===== src/rtl/alu_ctrl_mc_if.sv =====
// EX-stage ALU control bus: instruction decode inputs, MUL operands and
// the decode/sequencer outputs of alu_ctrl_mc.
//   master : drives valid_i, flush_i, ALUOp_i, funct_i, data1_i, data2_i
//   slave  : drives ALUCtrl_o, illegal_o, stall_o, done_o, mul_result_o
//            (and hi_o when ALU_CTRL_HI_EN is defined)
interface alu_ctrl_mc_if #(
  parameter int unsigned WIDTH = 32
);
  logic             valid_i;
  logic             flush_i;
  logic [2:0]       ALUOp_i;
  logic [5:0]       funct_i;
  logic [WIDTH-1:0] data1_i;
  logic [WIDTH-1:0] data2_i;
  logic [2:0]       ALUCtrl_o;
  logic             illegal_o;
  logic             stall_o;
  logic             done_o;
  logic [WIDTH-1:0] mul_result_o;
`ifdef ALU_CTRL_HI_EN
  logic [WIDTH-1:0] hi_o;
`endif

  modport master (
`ifdef ALU_CTRL_HI_EN
    input  hi_o,
`endif
    output valid_i, flush_i, ALUOp_i, funct_i, data1_i, data2_i,
    input  ALUCtrl_o, illegal_o, stall_o, done_o, mul_result_o
  );

  modport slave (
`ifdef ALU_CTRL_HI_EN
    output hi_o,
`endif
    input  valid_i, flush_i, ALUOp_i, funct_i, data1_i, data2_i,
    output ALUCtrl_o, illegal_o, stall_o, done_o, mul_result_o
  );
endinterface


===== src/rtl/alu_ctrl_mc.sv =====
// ALU control for the EX stage with an iterative shift-add multiplier.
// Decodes ALUOp/funct to a 3-bit ALU op (combinational), flags unknown
// R-type functs, and runs MUL over WIDTH/MUL_BPC cycles while stalling.
// Ports:
//   clk_i    : clock, rising edge
//   rst_n_i  : asynchronous active-low reset
//   bus      : alu_ctrl_mc_if.slave (decode inputs, operands, ALUCtrl_o,
//              illegal_o, stall_o comb; done_o, mul_result_o registered)
// Optional feature macro ALU_CTRL_HI_EN: adds registered hi_o (upper half
// of the unsigned product) and decodes funct 011001 (MULTU) as MUL.
module alu_ctrl_mc #(
  parameter int unsigned WIDTH   = 32,
  parameter int unsigned MUL_BPC = 1
) (
  input logic        clk_i,
  input logic        rst_n_i,
  alu_ctrl_mc_if.slave bus
);
  localparam int unsigned ACC_W = 2 * WIDTH;
  localparam int unsigned STEPS = WIDTH / MUL_BPC;
  localparam int unsigned CNT_W = $clog2(STEPS + 1);

  localparam logic [2:0] OP_ADD = 3'b000;
  localparam logic [2:0] OP_SUB = 3'b001;
  localparam logic [2:0] OP_AND = 3'b010;
  localparam logic [2:0] OP_OR  = 3'b011;
  localparam logic [2:0] OP_SLT = 3'b100;
  localparam logic [2:0] OP_MUL = 3'b101;

  typedef enum logic [1:0] {S_IDLE, S_BUSY, S_DONE} state_e;

  state_e             state_q, state_d;
  logic [CNT_W-1:0]   cnt_q, cnt_d;
  logic [ACC_W-1:0]   acc_q, acc_d;
  logic [ACC_W-1:0]   mcand_q, mcand_d;
  logic [WIDTH-1:0]   mplier_q, mplier_d;
  logic               done_q, done_d;
  logic [WIDTH-1:0]   res_q, res_d;
  logic [ACC_W-1:0]   pp_c;
  logic [2:0]         alu_ctrl_c;
  logic               funct_bad_c;
  logic               start_c;
  logic               stall_c;
`ifdef ALU_CTRL_HI_EN
  logic [WIDTH-1:0]   hi_q, hi_d;
`endif

  // ALU op decode; unknown functs fall back to ADD and are flagged.
  always_comb begin
    alu_ctrl_c  = OP_ADD;
    funct_bad_c = 1'b0;
    case (bus.ALUOp_i)
      3'b000: alu_ctrl_c = OP_ADD;
      3'b001: alu_ctrl_c = OP_SUB;
      default: begin
        case (bus.funct_i)
          6'b100000: alu_ctrl_c = OP_ADD;
          6'b100010: alu_ctrl_c = OP_SUB;
          6'b100100: alu_ctrl_c = OP_AND;
          6'b100101: alu_ctrl_c = OP_OR;
          6'b101010: alu_ctrl_c = OP_SLT;
          6'b011000: alu_ctrl_c = OP_MUL;
`ifdef ALU_CTRL_HI_EN
          6'b011001: alu_ctrl_c = OP_MUL;
`endif
          default:   funct_bad_c = 1'b1;
        endcase
      end
    endcase
  end

  // Reset gates start so stall_o drops the moment rst_n_i falls.
  assign start_c = rst_n_i & bus.valid_i & ~bus.flush_i &
                   (alu_ctrl_c == OP_MUL) & (state_q == S_IDLE);

  // Partial product for the MUL_BPC low multiplier bits of this step.
  always_comb begin
    pp_c = '0;
    for (int unsigned b = 0; b < MUL_BPC; b++) begin
      if (mplier_q[b]) pp_c = pp_c + (mcand_q << b);
    end
  end

  // Sequencer next-state and outputs.
  always_comb begin
    state_d  = state_q;
    cnt_d    = cnt_q;
    acc_d    = acc_q;
    mcand_d  = mcand_q;
    mplier_d = mplier_q;
    done_d   = 1'b0;
    res_d    = res_q;
`ifdef ALU_CTRL_HI_EN
    hi_d     = hi_q;
`endif
    stall_c  = 1'b0;
    case (state_q)
      S_IDLE: begin
        stall_c = start_c;
        if (start_c) begin
          mcand_d  = ACC_W'(bus.data1_i);
          mplier_d = bus.data2_i;
          acc_d    = '0;
          cnt_d    = CNT_W'(STEPS);
          state_d  = S_BUSY;
        end
      end
      S_BUSY: begin
        if (bus.flush_i) begin
          state_d = S_IDLE;
        end else begin
          stall_c  = 1'b1;
          acc_d    = acc_q + pp_c;
          mcand_d  = mcand_q << MUL_BPC;
          mplier_d = mplier_q >> MUL_BPC;
          cnt_d    = cnt_q - CNT_W'(1);
          if (cnt_q == CNT_W'(1)) begin
            state_d = S_DONE;
            done_d  = 1'b1;
            res_d   = acc_d[WIDTH-1:0];
`ifdef ALU_CTRL_HI_EN
            hi_d    = acc_d[ACC_W-1:WIDTH];
`endif
          end
        end
      end
      // The held MUL is still on the inputs here; never restart from DONE.
      S_DONE:  state_d = S_IDLE;
      default: state_d = S_IDLE;
    endcase
  end

  // State and result registers.
  always_ff @(posedge clk_i or negedge rst_n_i) begin
    if (!rst_n_i) begin
      state_q  <= S_IDLE;
      cnt_q    <= '0;
      acc_q    <= '0;
      mcand_q  <= '0;
      mplier_q <= '0;
      done_q   <= 1'b0;
      res_q    <= '0;
`ifdef ALU_CTRL_HI_EN
      hi_q     <= '0;
`endif
    end else begin
      state_q  <= state_d;
      cnt_q    <= cnt_d;
      acc_q    <= acc_d;
      mcand_q  <= mcand_d;
      mplier_q <= mplier_d;
      done_q   <= done_d;
      res_q    <= res_d;
`ifdef ALU_CTRL_HI_EN
      hi_q     <= hi_d;
`endif
    end
  end

  assign bus.ALUCtrl_o    = alu_ctrl_c;
  assign bus.illegal_o    = bus.valid_i & funct_bad_c;
  assign bus.stall_o      = stall_c;
  assign bus.done_o       = done_q;
  assign bus.mul_result_o = res_q;
`ifdef ALU_CTRL_HI_EN
  assign bus.hi_o         = hi_q;
`endif
endmodule


===== src/flat_wrapper.sv =====
// flat-port wrapper written by rule: the top's interface ports become plain ports
module alu_ctrl_mc_flat 
#(
  parameter int unsigned WIDTH   = 32,
  parameter int unsigned MUL_BPC = 1
)
  (clk_i, rst_n_i, bus_valid_i, bus_flush_i, bus_ALUOp_i, bus_funct_i, bus_data1_i, bus_data2_i, bus_ALUCtrl_o, bus_illegal_o, bus_stall_o, bus_done_o, bus_mul_result_o);
  alu_ctrl_mc_if #(.WIDTH(WIDTH)) bus_i ();
  input logic clk_i;
  input logic rst_n_i;
  input wire logic [$bits(bus_i.valid_i)-1:0] bus_valid_i;
  input wire logic [$bits(bus_i.flush_i)-1:0] bus_flush_i;
  input wire logic [$bits(bus_i.ALUOp_i)-1:0] bus_ALUOp_i;
  input wire logic [$bits(bus_i.funct_i)-1:0] bus_funct_i;
  input wire logic [$bits(bus_i.data1_i)-1:0] bus_data1_i;
  input wire logic [$bits(bus_i.data2_i)-1:0] bus_data2_i;
  output wire logic [$bits(bus_i.ALUCtrl_o)-1:0] bus_ALUCtrl_o;
  output wire logic [$bits(bus_i.illegal_o)-1:0] bus_illegal_o;
  output wire logic [$bits(bus_i.stall_o)-1:0] bus_stall_o;
  output wire logic [$bits(bus_i.done_o)-1:0] bus_done_o;
  output wire logic [$bits(bus_i.mul_result_o)-1:0] bus_mul_result_o;
  assign bus_i.valid_i = bus_valid_i;
  assign bus_i.flush_i = bus_flush_i;
  assign bus_i.ALUOp_i = bus_ALUOp_i;
  assign bus_i.funct_i = bus_funct_i;
  assign bus_i.data1_i = bus_data1_i;
  assign bus_i.data2_i = bus_data2_i;
  assign bus_ALUCtrl_o = bus_i.ALUCtrl_o;
  assign bus_illegal_o = bus_i.illegal_o;
  assign bus_stall_o = bus_i.stall_o;
  assign bus_done_o = bus_i.done_o;
  assign bus_mul_result_o = bus_i.mul_result_o;
  alu_ctrl_mc #(.WIDTH(WIDTH), .MUL_BPC(MUL_BPC)) u_core (.clk_i(clk_i), .rst_n_i(rst_n_i), .bus(bus_i));
endmodule

===== config.mk =====
export PLATFORM = sky130hd
export DESIGN_NAME = alu_ctrl_mc_flat
export DESIGN_NICKNAME = d
export VERILOG_FILES = /design/src/rtl/alu_ctrl_mc_if.sv /design/src/rtl/alu_ctrl_mc.sv /design/src/flat_wrapper.sv
export SDC_FILE = /design/constraint.sdc
export NUM_CORES = 1
export LEC_CHECK = 0
export ABC_AREA = 1
export BUFFER_PORTS_ARGS = -buffer_cell sky130_fd_sc_hd__clkbuf_2
export CAP_MARGIN = 0
export CORE_MARGIN = 1.5
export CORE_UTILIZATION = 39
export DETAILED_ROUTE_END_ITERATION = 16
export GPL_TIMING_DRIVEN = 0
export MAX_ROUTING_LAYER = met4
export PLACE_DENSITY = 0.6
export SYNTH_ARGS = -nofsm -noshare
export SYNTH_HDL_FRONTEND = slang
export SYNTH_SLANG_ARGS = --single-unit

===== constraint.sdc =====
create_clock -name clk_i -period 4.7 [get_ports clk_i]
set_input_delay 0.235 -clock clk_i [delete_from_list [all_inputs] [get_ports clk_i]]
set_output_delay 0.235 -clock clk_i [all_outputs]
set_load 0.05 [all_outputs]

# Word level (Yosys, flattened, before mapping)
# Cells that the tools add are included.
# word_totals
output_inout_bits,38
inputBits,77
word_cells,62
regBits,201
# classes
n_addsub,2
bitwise,6
n_eq_ne,13
reduce_logical,8
muxes,26
# op_table
op,count
$mux 64,5
$pmux 64 s2,2
$add 64x64->64,1
$mux 32,2
$pmux 32 s2,1
$eq 6x6->1 const B,5
$pmux 3 s5,1
$mux 6,2
$pmux 6 s2,1
$eq 6x1->1 const B,1
$eq 6x5->1 const B,1
$mux 1,6
$mux 2,3
$pmux 3 s2,1
$reduce_and 3->1,2
$reduce_or 6->1,1
$sub 6x1->6 const B,1
$and 1x1->1,5
$pmux 2 s2,1
$eq 3x1->1 const B,1
$eq 3x3->1 const B,1
$logic_not 3->1,1
$ne 3x2->1 const B,1
$eq 2x1->1 const B,1
other kinds (8),8

# Longest topological paths before layout
# Gate-level depths: netlist of the first run.
# depth
word_depth,8
mapped_depth,17
ltp_nobuf,15

# Worst setup path before layout of the first run
# OpenSTA, ideal clock, no wires.
# synth_path
path_kind,register to register
from,reg u_core.mplier_q[0]
to,reg u_core.acc_q[24]
stages_incl_launch_ff,17
setup_ns,0.118
arrival_time_ns,2.176
synth_period_minus_slack_ns,2.294
required_time_ns,4.582
slack_ns,2.406
path_buffers,2
cell_sequence,dfrtp_1 clkbuf_1 clkbuf_1 nand2_1 inv_1 ha_1 fa_1 nand3_1 nand3_1 nand2_1 nand2_1 nand2_1 nand2_1 nand2_1 nand3_1 nand3_1 nand2_1
# synth_via
elab_chain_cells,4
# synth_lines
item,line_no,source
start: declaration,alu_ctrl_mc.sv:36,"logic [WIDTH-1:0] mplier_q, mplier_d;"
start signal: assignment,alu_ctrl_mc.sv:151,mplier_q <= mplier_d;
$mux 64,alu_ctrl_mc.sv:80,if (mplier_q[b]) pp_c = pp_c + (mcand_q << b);
$add 64x64->64,alu_ctrl_mc.sv:113,acc_d = acc_q + pp_c;
$mux 64,alu_ctrl_mc.sv:109,if (bus.flush_i) begin
$pmux 64 s2,alu_ctrl_mc.sv:97,case (state_q)
end signal: assignment,alu_ctrl_mc.sv:138,acc_q <= '0;
end signal: assignment,alu_ctrl_mc.sv:149,acc_q <= acc_d;
end: declaration,alu_ctrl_mc.sv:34,"logic [ACC_W-1:0] acc_q, acc_d;"
# No other way between the ends. The select of a mux whose other input is x is not followed.
# A chain may end at the register's enable or synchronous reset.

# Worst setup path in the final report of the first run
# layout_path
from,reg u_core.mplier_q[0]
to,reg u_core.acc_q[16]
# The elaborated chain is that of the path after synthesis.

==> run summary, run 1 <==
The run finished with clean final reports. Ranked by instance count, the synthesized netlist is headed by 698 x nand2_1, 166 x inv_1, 166 x nand3_1, 137 x dfrtp_1, 66 x nor2_1. The met2 routing resource usage after global routing is 37.6%. The startpoint identified for the worst hold timing path is bus_data2_i[31]. The congestion estimate from routability-driven global placement came to 0.915. The worst path setup slack after routing is 1580 ps. The number of global-route vias before repair is just under 9k. TritonCTS built the clock tree. The synthesized netlist net count is 1539.

For the worst-skew pair, the clock arrives at the later sink with an insertion delay of 440 ps. The die span in y came out at 156 um. The number of hold-slack violations in the final timing report came out at 0.

The total global routing overflow came out at 0. The total area inside the core boundary comes to between 20000 and 25000 um2. The buffer depth of the longest clock path came out at 2. The cell-internal power came out at 2.07 mW.

The switching share of power is roughly 29%. In the synthesized netlist the dominant register cell turns out to be dfrtp_1. The number of vias per cell came out at 4.81. The residual DRC count is 0. The number of enable-type register cells in the synthesized netlist is 0. The distinct cell type count after synthesis came out at 33. The worst slew margin relative to its limit came out at between 40% and 50%.

Once the clock tree was built, the setup fixing pass inserted 0 buffers. The average detailed-routed wire length per instance is 14.1 um. The post-layout instance area is about 11000 um2. The relative contribution of combinational cells to total power came out at ~9.0%. The most frequent cell after synthesis is nand2_1. The min-delay analysis places its worst path in the category input port to register. The proportion of layout cells with a drive suffix above 1 is 11.9%. In the post-synthesis netlist, the biggest area contributors are dfrtp_1 37%, nand2_1 29%, nand3_1 9.1%, inv_1 6.8%, ha_1 4.5%.

Detailed placement ended at an HPWL of 20300 um. The synthesized design contains 137 register bits. The count of clock tree sinks is 137. The first global-routing pass estimated 43800 um of wire.

The leakage component of the power came out at 6.50 nW. Across the routed clock network, the largest skew measured is 14.6 ps. The fraction of the cycle the final worst path needs came out at 66.5%. The initial cell density of the core is 40.1%. The transition time of the tightest slew-check pin is 809 ps. The worst setup slack before clock tree synthesis came out at 1600 ps. The horizontal die dimension is 156 um. The vias after detailed routing is 9092. The worst setup path is launched from a register. The power density of the placed cells came out at 269 nW/um2. The gate count after technology mapping is 1428. The number of input and output port buffers inserted came out at 114. The repair_antennas step left the layout with diodes totalling 0.

Max-cap violations in this run came to 0. The worst hold margin came out at 32.9 ps. The clock-pin slew on the worst setup and hold paths came out at 70 ps. The initialized floorplan defines 55 standard-cell rows. In this run the cell area measured after placement is roughly 10000 um2. The aggregate negative setup slack is 0 ps. In this run the worst path has a maximum fanout of 10. The path type of the worst setup path is register to register. The post-synthesis cell area came out at 9160 um2.

The initial antenna violation count is 0. A synthesized cell averages 6.42 um2. The layer flagged by global routing as most heavily used is met2. The number of levels the H-tree was split into is 4. Summing the sequential cell areas from Yosys gives around 37% of the chip area. The net switching power is between 0.8 and 0.9 mW. The largest net degree at the start of global routing is 99.

The total wirelength of the detailed-routed design is 26500 um. The area overhead of the layout relative to synthesis came out at 17.6%. Across the VDD grid, the largest voltage drop is 0.203 mV. The max-slew violation count was 0. The launch point of the worst path is u_core.mplier_q[0]$_DFFE_PN0P_. The clock root buffer master is clkbuf_16. The final critical-path required period is ~3100 ps.

Setup repair after global routing left no endpoint under its margin. The clock network power share is between 40% and 50%. The count of pins on the block boundary came out at 115.

The post-route antenna net violation count is 0. dfrtp_1 takes more of the synthesized area than any other cell. The top cell type by area accounts for around 37% of the synthesized area. The startpoint identified for the worst register-to-register timing path is u_core.mplier_q[0]$_DFFE_PN0P_. The global routing usage on met3 came out at 3.32%. The routing usage on met1 came out at between 30% and 40%. The required time of the worst setup path came out at ~5100 ps.

The die covers 24400 um2. The share of total power in sequential cells came out at 42.9%. For this run, the share of the core covered by cells in the final layout is a little under half. Global routing used 23.6% of the available tracks across all layers. The total setup violations reported at the end of the flow is 0. The proportion of synthesized flip-flops having asynchronous set or reset came out at 100%. The number of warnings reported in the yosys synthesis log came out at 0. The detailed-routing iteration count for the pre-antenna-repair pass came out at 6. The worst path arrival time is 3500 ps. The maximum clock frequency is approximately 0.32 GHz. The net total in the final layout came out at about 1.7k. STA classifies the critical path endpoint as a register. The TritonCTS buffer count came out at 17. The first routing iteration left 641 violations.
-- registers in the layout, indices dropped and copies added, names as in the netlist --
| register | cells |
|---|---|
| u_core.mplier_q | 32 |
| u_core.acc_q | 32 |
| u_core.mcand_q | 32 |
| u_core.cnt_q | 6 |
| u_core.bus.done_o | 1 |
| u_core.state_q | 2 |
| u_core.bus.mul_result_o | 32 |
-- metrics by stage --
| stage | power (mW) | cells |
|---|---|---|
| after global placement | 1.52 | 1855 |
| final | 2.89 | 1889 |
| after floorplan | 1.41 | 1428 |
| after CTS | 2.92 | 1889 |
| after global routing | 3.01 | 1889 |
| after detailed placement | 1.52 | 1856 |
-- critical path, cell delays in order, from the launching register on --
cell      delay [ps]
dfrtp_1          320
clkbuf_1         300
clkbuf_1         450
nand2_1          110
inv_1             70
ha_1             250
fa_1             390
nand3_1          110
nand3_1          170
nand2_1           70
nand2_1          110
nand2_1           70
nand2_1          100
xor2_1           320
nand2_1          110
nand2_1          100
-- cell type report --
type                       count  area [um2]
multi-input combinational   1060        4770
tap                          313         392
buffer                        57         309
clock inverter                15         176
inverter                     174         656
timing repair buffer         116         617
fill                        2514       12100
clock buffer                  17         425
sequential                   137        3430
-- cell families (layout without fill, tap and decap cells) --
logic type / Yosys count / in the layout / share of synthesized area, %
adders and majority gates: 34 / 34 / 4.73
DFF: 137 / 137 / 37.4
AOI/OAI and AO/OA: 38 / 38 / 2.19
xor gates and xnor gates: 13 / 13 / 1.24
buffers and inverters: 231 / 379 / 10.5
and+or+nand+nor: 975 / 975 / 43.9
-- power groups by stage --
stage	sequential [mW]	combinational (mW)	clock, mW
global placement	1.26	0.255	0
CTS	1.24	0.263	1.42
finish	1.24	0.260	1.39
floorplan	1.28	0.129	0
detailed placement	1.26	0.261	0
global route	1.25	0.296	1.47
-- worst paths after layout --
kind | slack [ps] | depth (start not counted) | to
hold reg to reg | 480 | 2 | u_core.bus.mul_result_o[22]$_DFFE_PN0P_
min in group asynchronous | 280 | 2 | u_core.bus.mul_result_o[3]$_DFFE_PN0P_
hold / removal | 30 | 3 | u_core.mplier_q[31]$_DFFE_PN0P_
setup / recovery | 1580 | 15 | u_core.acc_q[16]$_DFFE_PN0P_
setup reg to reg | 1580 | 15 | u_core.acc_q[16]$_DFFE_PN0P_
max in group asynchronous | 3580 | 3 | u_core.mplier_q[1]$_DFFE_PN0P_
-- what timing repair did --
action | in CTS | in global routing
gates resized for setup | 0 | 0
hold endpoints to repair | 40 | 0
hold buffers | 1 | 0
-- placed cells by master, fill, tap and decap left out, drive strengths merged --
cell / synthesis / routed
o21bai: 2 / 2
buf: 30 / 31
or2: 2 / 2
nor2: 72 / 72
or3b: 1 / 1
clkinv: 0 / 3
dfrtp: 137 / 137
a21oi: 18 / 18
nand3b: 4 / 4
clkbuf: 27 / 158
fa: 1 / 1
nand3: 167 / 167
xnor2: 9 / 9
nand2: 699 / 699
a21o: 1 / 1
dlygate4sd3: 0 / 1
o31ai: 1 / 1
inv: 174 / 184
and2: 5 / 5
nand4: 16 / 16
xor2: 4 / 4
clkinvlp: 0 / 1
ha: 33 / 33
bufinv: 0 / 1
o21ai: 16 / 16
nor3: 9 / 9
-- metal layers --
layer / vias to the layer above / part of all wire (%)
li1: 4664 / -
met5: - / 0
met4: 0 / 1.6
met2: 239 / 45
met1: 4160 / 48
met3: 29 / 5.2
No activity file was read; power rests on OpenSTA's default activity.
==> inputs of run 2 (changes only) <==
==> constraint.sdc (replaced) <==
create_clock -name clk_i -period 3.1 [get_ports clk_i]
set_input_delay 0.155 -clock clk_i [delete_from_list [all_inputs] [get_ports clk_i]]
set_output_delay 0.155 -clock clk_i [all_outputs]
set_load 0.05 [all_outputs]
==> run summary, run 2 (synthesis results as in run 1) <==
The instance area at placement is 10200 um2 (unchanged). The post-detailed-placement half-perimeter wirelength came out at 20300 um (unchanged). The residual DRC count is 0 (unchanged). The cell sitting at the root of the clock tree is a clkbuf_16. The longest individual stage delay on the worst path came out at 340 ps (-110 ps). The max-slew violation count is 0 (unchanged). The buffer and inverter count on the worst path is 3 (unchanged).

The net switching power is 1.25 mW (+51%). The final design utilization is 47.9% (+0.78 points). The count of fill cells added during filler insertion came out at 2498 (-0.64%). The detailed-routing iteration count for the pre-antenna-repair pass is 7 (+1). The total setup buffers inserted after CTS is 0 (unchanged). The run finished with clean final reports. The last weighted congestion value of the routability-driven placer is 0.915 (unchanged). The die span in y came out at 156 um (unchanged). The clock-pin slew on the worst setup and hold paths is 70 ps (about the same). The fraction of the cycle the final worst path needs is 92.7% (+26 points). The wire length of the first global-routing pass came out at 43900 um (+0.27%).

The switching share of power came out at 28.3% (-0.16 points). The proportion of layout cells with a drive suffix above 1 came out at 11.9% (+0.069 points). The number of input and output port buffers inserted was 114 (unchanged). The total core area is 22800 um2 (unchanged). The average detailed-routed wire length per instance is 14.1 um (+0.35%). The maximum VDD drop came out at 0.305 mV (+50%). The count of clock tree sinks is 137 (unchanged). The total setup violations reported at the end of the flow came to 0 (unchanged). The initial antenna violation count came out at 0 (unchanged). The worst path arrival time came out at 3250 ps (-250 ps).

The number of DRC violations after detailed-routing iteration 0 came out at 684 (+6.7%). The worst slew margin relative to its limit came out at 46.2% (+0.17 points). The worst register-to-register path begins at u_core.mplier_q[0]$_DFFE_PN0P_. The highest fanout seen on the critical path is 10 (unchanged). The number of placed instances with taps included is 1856 (unchanged).

The TritonCTS clock tree is built. The buffer depth of the longest clock path is 2 (unchanged). The aggregate negative setup slack came out at 0 ps (unchanged). The area enclosed by the die boundary came out at 24400 um2 (unchanged). The vias after detailed routing is 9109 (+0.19%). In this run the worst hold path is classified as input port to register. The final clock skew came out at 12.2 ps (-2.38 ps). The power density of the placed cells is 402 nW/um2 (+50%).

The count of pins on the block boundary came out at 115 (unchanged). By instance count, the cell type seen most on the critical path is nand2_1. The number of hold-slack violations in the final timing report came to 0 (unchanged). The total of max-cap violations was 0 (unchanged).

The total global routing overflow came to 0 (unchanged). The horizontal die dimension is 156 um (unchanged). The leakage component of the power is 6.57 nW (+1.2%). The required time of the worst setup path is 3470 ps (-1600 ps).

For this design, the slowest cell found on the critical path is fa_2. The number of global-route vias before repair is 8875 (+0.38%). The transition time of the tightest slew-check pin is 807 ps (-2.55 ps). Setup repair after global routing left no endpoint under its margin. Walking the worst path, the cells encountered are clkbuf_1, clkbuf_2, nand2_1, inv_1, ha_1, fa_2, nand3_1, nand3_1, nand2_1, nand2_1, nand2_1, nand2_1, xor2_1, nand2_1, nand2_1. The number of standard-cell rows in the floorplan came to 55 (unchanged). The clock latency on the worst-skew pair is 440 ps (about the same). The final critical-path required period is 2870 ps (-250 ps). STA classifies the critical path startpoint as a register. The number of vias per cell came out at 4.78 (-0.65%). In this run the most critical hold path is launched from bus_data2_i[29]. The share of total power in sequential cells came out at 42.8% (about the same). The total routing usage reported by global routing is 23.7% (+0.049 points). The post-route non-filler standard cell count came to 1905 (+0.85%). The area overhead of the layout relative to synthesis is 19.5%. The TritonCTS buffer count was 17 (unchanged).

The net total in the final layout came out at 1690 (+0.96%). The relative contribution of combinational cells to total power is 9.5% (+0.5 points). The number of levels the H-tree was split into is 4 (unchanged). The launch point of the worst path is u_core.mplier_q[0]$_DFFE_PN0P_. The largest net degree at the start of global routing came to 99 (unchanged). The number of antenna cells inserted came out at 0 (unchanged). The initial cell density of the core came out at 40.1% (unchanged).

The total power came out at 4.40 mW (+52%). The cell-internal power came out at 3.15 mW (+52%). Leaving out fill and tap cells, the most frequent cells in the layout are 698 x nand2_1, 166 x inv_1, 166 x nand3_1. The post-layout instance area came out at 11000 um2 (+1.7%). Grouping stages by cell kind, the critical path spends the most delay in simple AND/OR/NAND/NOR gates. The post-route antenna net violation count is 0 (unchanged). The total wirelength of the detailed-routed design is 26900 um (+1.2%). The clock network power share is 47.7% (-0.4 points). The maximum clock frequency came out at 0.348 GHz (+8.7%).

The most common cell after layout, fill and taps aside is nand2_1. The path type of the worst setup path is register to register. STA classifies the critical path endpoint as a register.
[run 2: cell types whose count changed in the layout (fill, tap and decap cells not counted)]
cell	before	now
clkbuf_1	27	26
dlygate4sd3_1	1	16
fa_1	1	0
clkbuf_2	113	114
clkbuf_16	17	18
fa_2	0	1
[run 2: routing by layer]
metal | vias up | global-route usage (%) | share of wire [%]
li1 | 4701 | - | -
met1 | 4178 | 31.8 | 49
met2 | 206 | 37.8 | 45
met3 | 24 | 3.24 | 4.3
met4 | 0 | 5.80 | 1.4
met5 | - | - | 0
[run 2: final timing paths]
| check | slack, ps | depth (start not counted) | end |
|---|---|---|---|
| worst max-delay path | 230 | 15 | u_core.acc_q[16]$_DFFE_PN0P_ |
| worst max register to register | 230 | 15 | u_core.acc_q[16]$_DFFE_PN0P_ |
| worst min-delay path | 7 | 5 | u_core.mplier_q[29]$_DFFE_PN0P_ |
| worst min register to register | 480 | 2 | u_core.bus.mul_result_o[22]$_DFFE_PN0P_ |
| max in group asynchronous | 2220 | 3 | u_core.mcand_q[7]$_DFFE_PN0P_ |
| min in group asynchronous | 220 | 2 | u_core.bus.mul_result_o[3]$_DFFE_PN0P_ |
[run 2: metrics by stage]
| stage | worst slack [ps] | hold slack (ps) |
|---|---|---|
| 6_report | 226 | 6.85 |
| 3_5_place_dp | -1.31 | 104 |
| 2_1_floorplan | 806 | -141 |
| 3_3_place_gp | -1520 | 404 |
| 5_1_grt | 15.1 | 24.3 |
| 4_1_cts | 110 | 1.10 |
[run 2: final cells by class]
cell class | instances | area, um2 | area share, %
clock buffers | 17 | 425 | 3.88
well taps | 313 | 392 | 3.58
flip-flops and latches | 137 | 3430 | 31.3
plain buffers | 57 | 310 | 2.83
multi-input cells | 1060 | 4770 | 43.6
clock inverters | 15 | 176 | 1.61
repair buffers | 132 | 792 | 7.23
inverters | 174 | 656 | 5.99
[run 2: what timing repair did]
action	CTS	global route
resized for setup	1	1
hold buffers	16	0
cloned	0	1
hold endpoints to repair	55	0
endpoints found under the setup margin	1	4
pin swaps	0	0
[run 2: power groups by stage]
stage	Combinational [mW]	Sequential (mW)	Clock (mW)
finish	0.416	1.88	2.10
global route	0.471	1.89	2.23
CTS	0.413	1.88	2.15
detailed placement	0.396	1.92	0
global placement	0.386	1.91	0
floorplan	0.196	1.94	0
[run 2: worst min-delay path: stages]
cell and delay (ps):
clkbuf_2 70, nand2_1 40, nand2_1 50, nand2_1 50, nand2_1 50
==> inputs of run 3 (changes only) <==
--- a/config.mk
+++ b/config.mk
@@ -5,7 +5,6 @@
 export SDC_FILE = /design/constraint.sdc
 export NUM_CORES = 1
 export LEC_CHECK = 0
-export ABC_AREA = 1
 export BUFFER_PORTS_ARGS = -buffer_cell sky130_fd_sc_hd__clkbuf_2
 export CAP_MARGIN = 0
 export CORE_MARGIN = 1.5
@@ -13,7 +12,8 @@
 export DETAILED_ROUTE_END_ITERATION = 16
 export GPL_TIMING_DRIVEN = 0
 export MAX_ROUTING_LAYER = met4
-export PLACE_DENSITY = 0.6
+export PLACE_DENSITY = 0.61
+export SLEW_MARGIN = 20
 export SYNTH_ARGS = -nofsm -noshare
 export SYNTH_HDL_FRONTEND = slang
 export SYNTH_SLANG_ARGS = --single-unit
==> run summary, run 3 <==
The flow ran to the end, and the final reports show no timing, DRC or antenna violations. The synthesized area divided by synthesized cell count was 9.50 um2 (+48%). The initial antenna violation count is 0 (unchanged). The number of enable-type register cells in the synthesized netlist is 0 (unchanged). The maximum VDD drop came out at 0.413 mV (+36%).

The distinct cell type count after synthesis is 62 (+88%). The number of global-route vias before repair came out at 6450 (-27%). The share of synthesized area occupied by flip-flops and latches is 43.7% (+6.3 points). The tree is rooted in a clkbuf_16. The most common cell after layout, fill and taps aside is nand2_1.

The total power is 4.44 mW (+1.0%). The post-route antenna net violation count is 0 (unchanged). The worst slew margin relative to its limit was 42.0% (-4.2 points). The proportion of synthesized flip-flops having asynchronous set or reset came out at 100% (unchanged). The post-synthesis cell area is 7840 um2 (-14%).

The total setup violations reported at the end of the flow is 0 (unchanged). The post-detailed-placement half-perimeter wirelength is 14500 um (-29%). The fraction of post-synthesis cell area in the top cell type by area was 43.7% (+6.3 points). In the synthesized netlist, the cells that appear most often are 153 x nand2_1, 137 x dfrtp_1, 71 x o21ai_1, 64 x mux2i_1, 33 x ha_1. The horizontal die dimension is 145 um (-7.3%). The post-synthesis cell type with the largest combined area is dfrtp_1.

The reg-to-reg critical path startpoint is u_core.mplier_q[0]$_DFFE_PN0P_. The number of antenna cells inserted is 0 (unchanged). The path type of the worst setup path is register to register. The number of placed instances with taps included is 1206 (-35%). The number of levels the H-tree was split into is 4 (unchanged). The number of gates on the worst path with buffers counted is 12 (-3).

The most frequent cell after synthesis is nand2_1. The gate count after technology mapping came out at 826 (-42%). For this run, the leading register cell type out of synthesis is dfrtp_1. The largest net degree at the start of global routing came out at 81 (-18%). The net switching power is 1.08 mW (-13%). The total global routing overflow came to 0 (unchanged). The aggregate negative setup slack came out at 0 ps (unchanged). The final critical-path required period is 3050 ps (+178 ps). The worst setup path is captured at a register.

The final clock skew came to 12.8 ps (+0.537 ps). The count of pins on the block boundary came out at 115 (unchanged). The critical path starts at u_core.mplier_q[0]$_DFFE_PN0P_. The relative contribution of combinational cells to total power came out at 9.6% (about the same). The clock latency on the worst-skew pair came out at 430 ps (about the same). STA classifies the critical path startpoint as a register. The transition time of the tightest slew-check pin is 869 ps (+62.6 ps).

The net total in the final layout came out at 1122 (-34%). TritonCTS built the clock tree. The required time of the worst setup path is 3410 ps (-60 ps). The max-slew violation count is 0 (unchanged). The vias after detailed routing came out at 6674 (-27%). The highest fanout seen on the critical path came out at 7 (-3). Leaving out fill and tap cells, the most frequent cells in the layout are 152 x nand2_1, 136 x dfrtp_1, 114 x clkbuf_2. The wire length of the first global-routing pass is 32800 um (-25%). The longest individual stage delay on the worst path is 480 ps (+140 ps). The instance area at placement is 8780 um2 (-14%). The maximum clock frequency was 0.328 GHz (-5.8%). The number of hold-slack violations in the final timing report is 0 (unchanged). The TritonCTS buffer count was 17 (unchanged). The worst path arrival time came out at 3360 ps (+110 ps). The critical path ends at u_core.bus.mul_result_o[23]$_DFFE_PN0P_.

The total core area is 19600 um2 (-14%). The number of standard-cell rows in the floorplan was 51 (-7.3%). The share of total power in sequential cells came out at 43.1% (+0.3 points). The initial cell density of the core is 40.0% (-0.059 points). The most numerous cell type found on the critical path is buf_6. The detailed-routing iteration count for the pre-antenna-repair pass is 5 (-2). The clock network power share came out at 47.4% (-0.3 points). The number of DRC violations after detailed-routing iteration 0 came to 336 (-51%). The number of warnings reported in the yosys synthesis log came to 0 (unchanged). The average detailed-routed wire length per instance is 16.1 um (+14%). The post-layout instance area came out at 10100 um2 (-7.8%).

Sorting the synthesized cells by area gives the leading types as dfrtp_1 44%, mux2i_1 8.2%, nand2_1 7.3%, ha_1 5.3%, o21ai_1 4.5%. The slowest stage of the critical path is the dfrtp_2 cell. The switching share of power is 24.4% (-4.0 points). The number of vias per cell is 5.19 (+8.5%).

The post-route non-filler standard cell count came out at 1287 (-32%). The synthesized netlist net count is 937 (-39%). The total wirelength of the detailed-routed design was 20800 um (-23%). The clock-pin slew on the worst setup and hold paths is 60 ps (about the same).

Walking the worst path, the cells encountered are buf_6, and2_1, ha_1, buf_6, nand2_1, or3_4, a21oi_2, a311oi_2, o31ai_4, a41oi_2, xnor2_2, mux2_2. The count of clock tree sinks came to 137 (unchanged). The classification of the worst-slack hold path is input port to register. The number of synthesized register bits came out at 137 (unchanged). The path depth of the worst reg2reg path is 12 (-3). The power density of the placed cells was 440 nW/um2 (+9.6%). The residual DRC count is 0 (unchanged). The leakage component of the power came to 4.84 nW (-26%). The buffer and inverter count on the worst path is 2 (-1). The worst register-to-register path ends at u_core.bus.mul_result_o[23]$_DFFE_PN0P_.

The proportion of layout cells with a drive suffix above 1 came to 23.7% (+12 points). The total routing usage reported by global routing came out at 20.9% (-2.8 points). The area enclosed by the die boundary is 21000 um2 (-14%). The total of max-cap violations came out at 0 (unchanged). The area overhead of the layout relative to synthesis is 28.7%. The worst hold margin came out at 10.8 ps (+3.92 ps). The worst setup slack for register-to-register paths came to 50 ps (-180 ps).

The fraction of the cycle the final worst path needs came out at 98.4% (+5.7 points). The last weighted congestion value of the routability-driven placer came out at 0.866 (-5.3%). The die span in y is 145 um (-7.3%).

Among cell families on the critical path, the largest total delay comes from compound AO/OA/AOI/OAI gates. The number of input and output port buffers inserted came to 114 (unchanged). The cell-internal power came out at 3.36 mW (+6.7%).

The buffer depth of the longest clock path came out at 2 (unchanged).
[run 3: cell families after synthesis]
group           share of synthesized area [%]
xor+xnor                                 3.68
fa+ha+maj                                5.52
mux                                      9.46
flops                                    43.7
simple gates                             16.3
buf+inv                                  4.10
compound gates                           17.2
[run 3: repair_timing]
| item | 4_1_cts | 5_1_grt |
|---|---|---|
| hold endpoints to repair | 93 | 0 |
| pin swaps | 4 | 17 |
| buffers inserted | 3 | 11 |
| hold buffers | 37 | 0 |
| gates resized for setup | 8 | 43 |
| cloned | 0 | 1 |
| endpoints found under the setup margin | 18 | 22 |
[run 3: stage by stage]
stage | util (%) | setup slack [ps]
after floorplan | - | 376
final | 51.5 | 48.2
after CTS | 50.1 | -5.99
after global placement | 44.6 | -1540
after global routing | 51.5 | -33.5
after detailed placement | 44.8 | -190
[run 3: final cells by class]
type | instances | area [um2]
flip-flops and latches | 137 | 3430
repair buffers | 166 | 1100
inverters | 11 | 41.3
fillers | 1838 | 9500
clock inverters | 11 | 149
well taps | 265 | 332
clock buffers | 19 | 453
multi-input cells | 626 | 4280
plain buffers | 52 | 312
[run 3: how the worst min path moves through the flow]
stage	from	endpoint	slack, ps	cells after the start
floorplan	rst_n_i	u_core.acc_q[0]$_DFFE_PN0P_	-140	0
global placement	bus_data2_i[31]	u_core.mplier_q[31]$_DFFE_PN0P_	360	3
detailed placement	rst_n_i	u_core.bus.mul_result_o[24]$_DFFE_PN0P_	170	1
CTS	bus_data2_i[14]	u_core.mplier_q[14]$_DFFE_PN0P_	0.4	3
global route	bus_data2_i[5]	u_core.mplier_q[5]$_DFFE_PN0P_	7	3
finish	bus_data1_i[1]	u_core.mcand_q[1]$_DFFE_PN0P_	10	3
[run 3: worst register-to-register path: stages (launching register included)]
cell and delay, ps:
dfrtp_2 480, buf_6 160, and2_1 160, ha_1 290, buf_6 120, nand2_1 80
or3_4 380, a21oi_2 120, a311oi_2 80, o31ai_4 370, a41oi_2 230, xnor2_2 200
mux2_2 270
[run 3: per-layer routing]
metal | GRT usage [%] | vias to the layer above | part of all wire [%]
li1 | - | 3274 | -
met1 | 27.7 | 3223 | 48
met2 | 32.4 | 157 | 47
met3 | 4.18 | 20 | 4.1
met4 | 6.33 | 0 | 1.4
met5 | - | - | 0
[run 3: power by group through the flow]
stage          combinational, mW  sequential (mW)  clock, mW
3_5_place_dp               0.358             1.94          0
5_1_grt                    0.475             1.92       2.20
2_1_floorplan              0.216             1.93          0
6_report                   0.425             1.91       2.10
4_1_cts                    0.401             1.91       2.14
3_3_place_gp               0.347             1.94          0
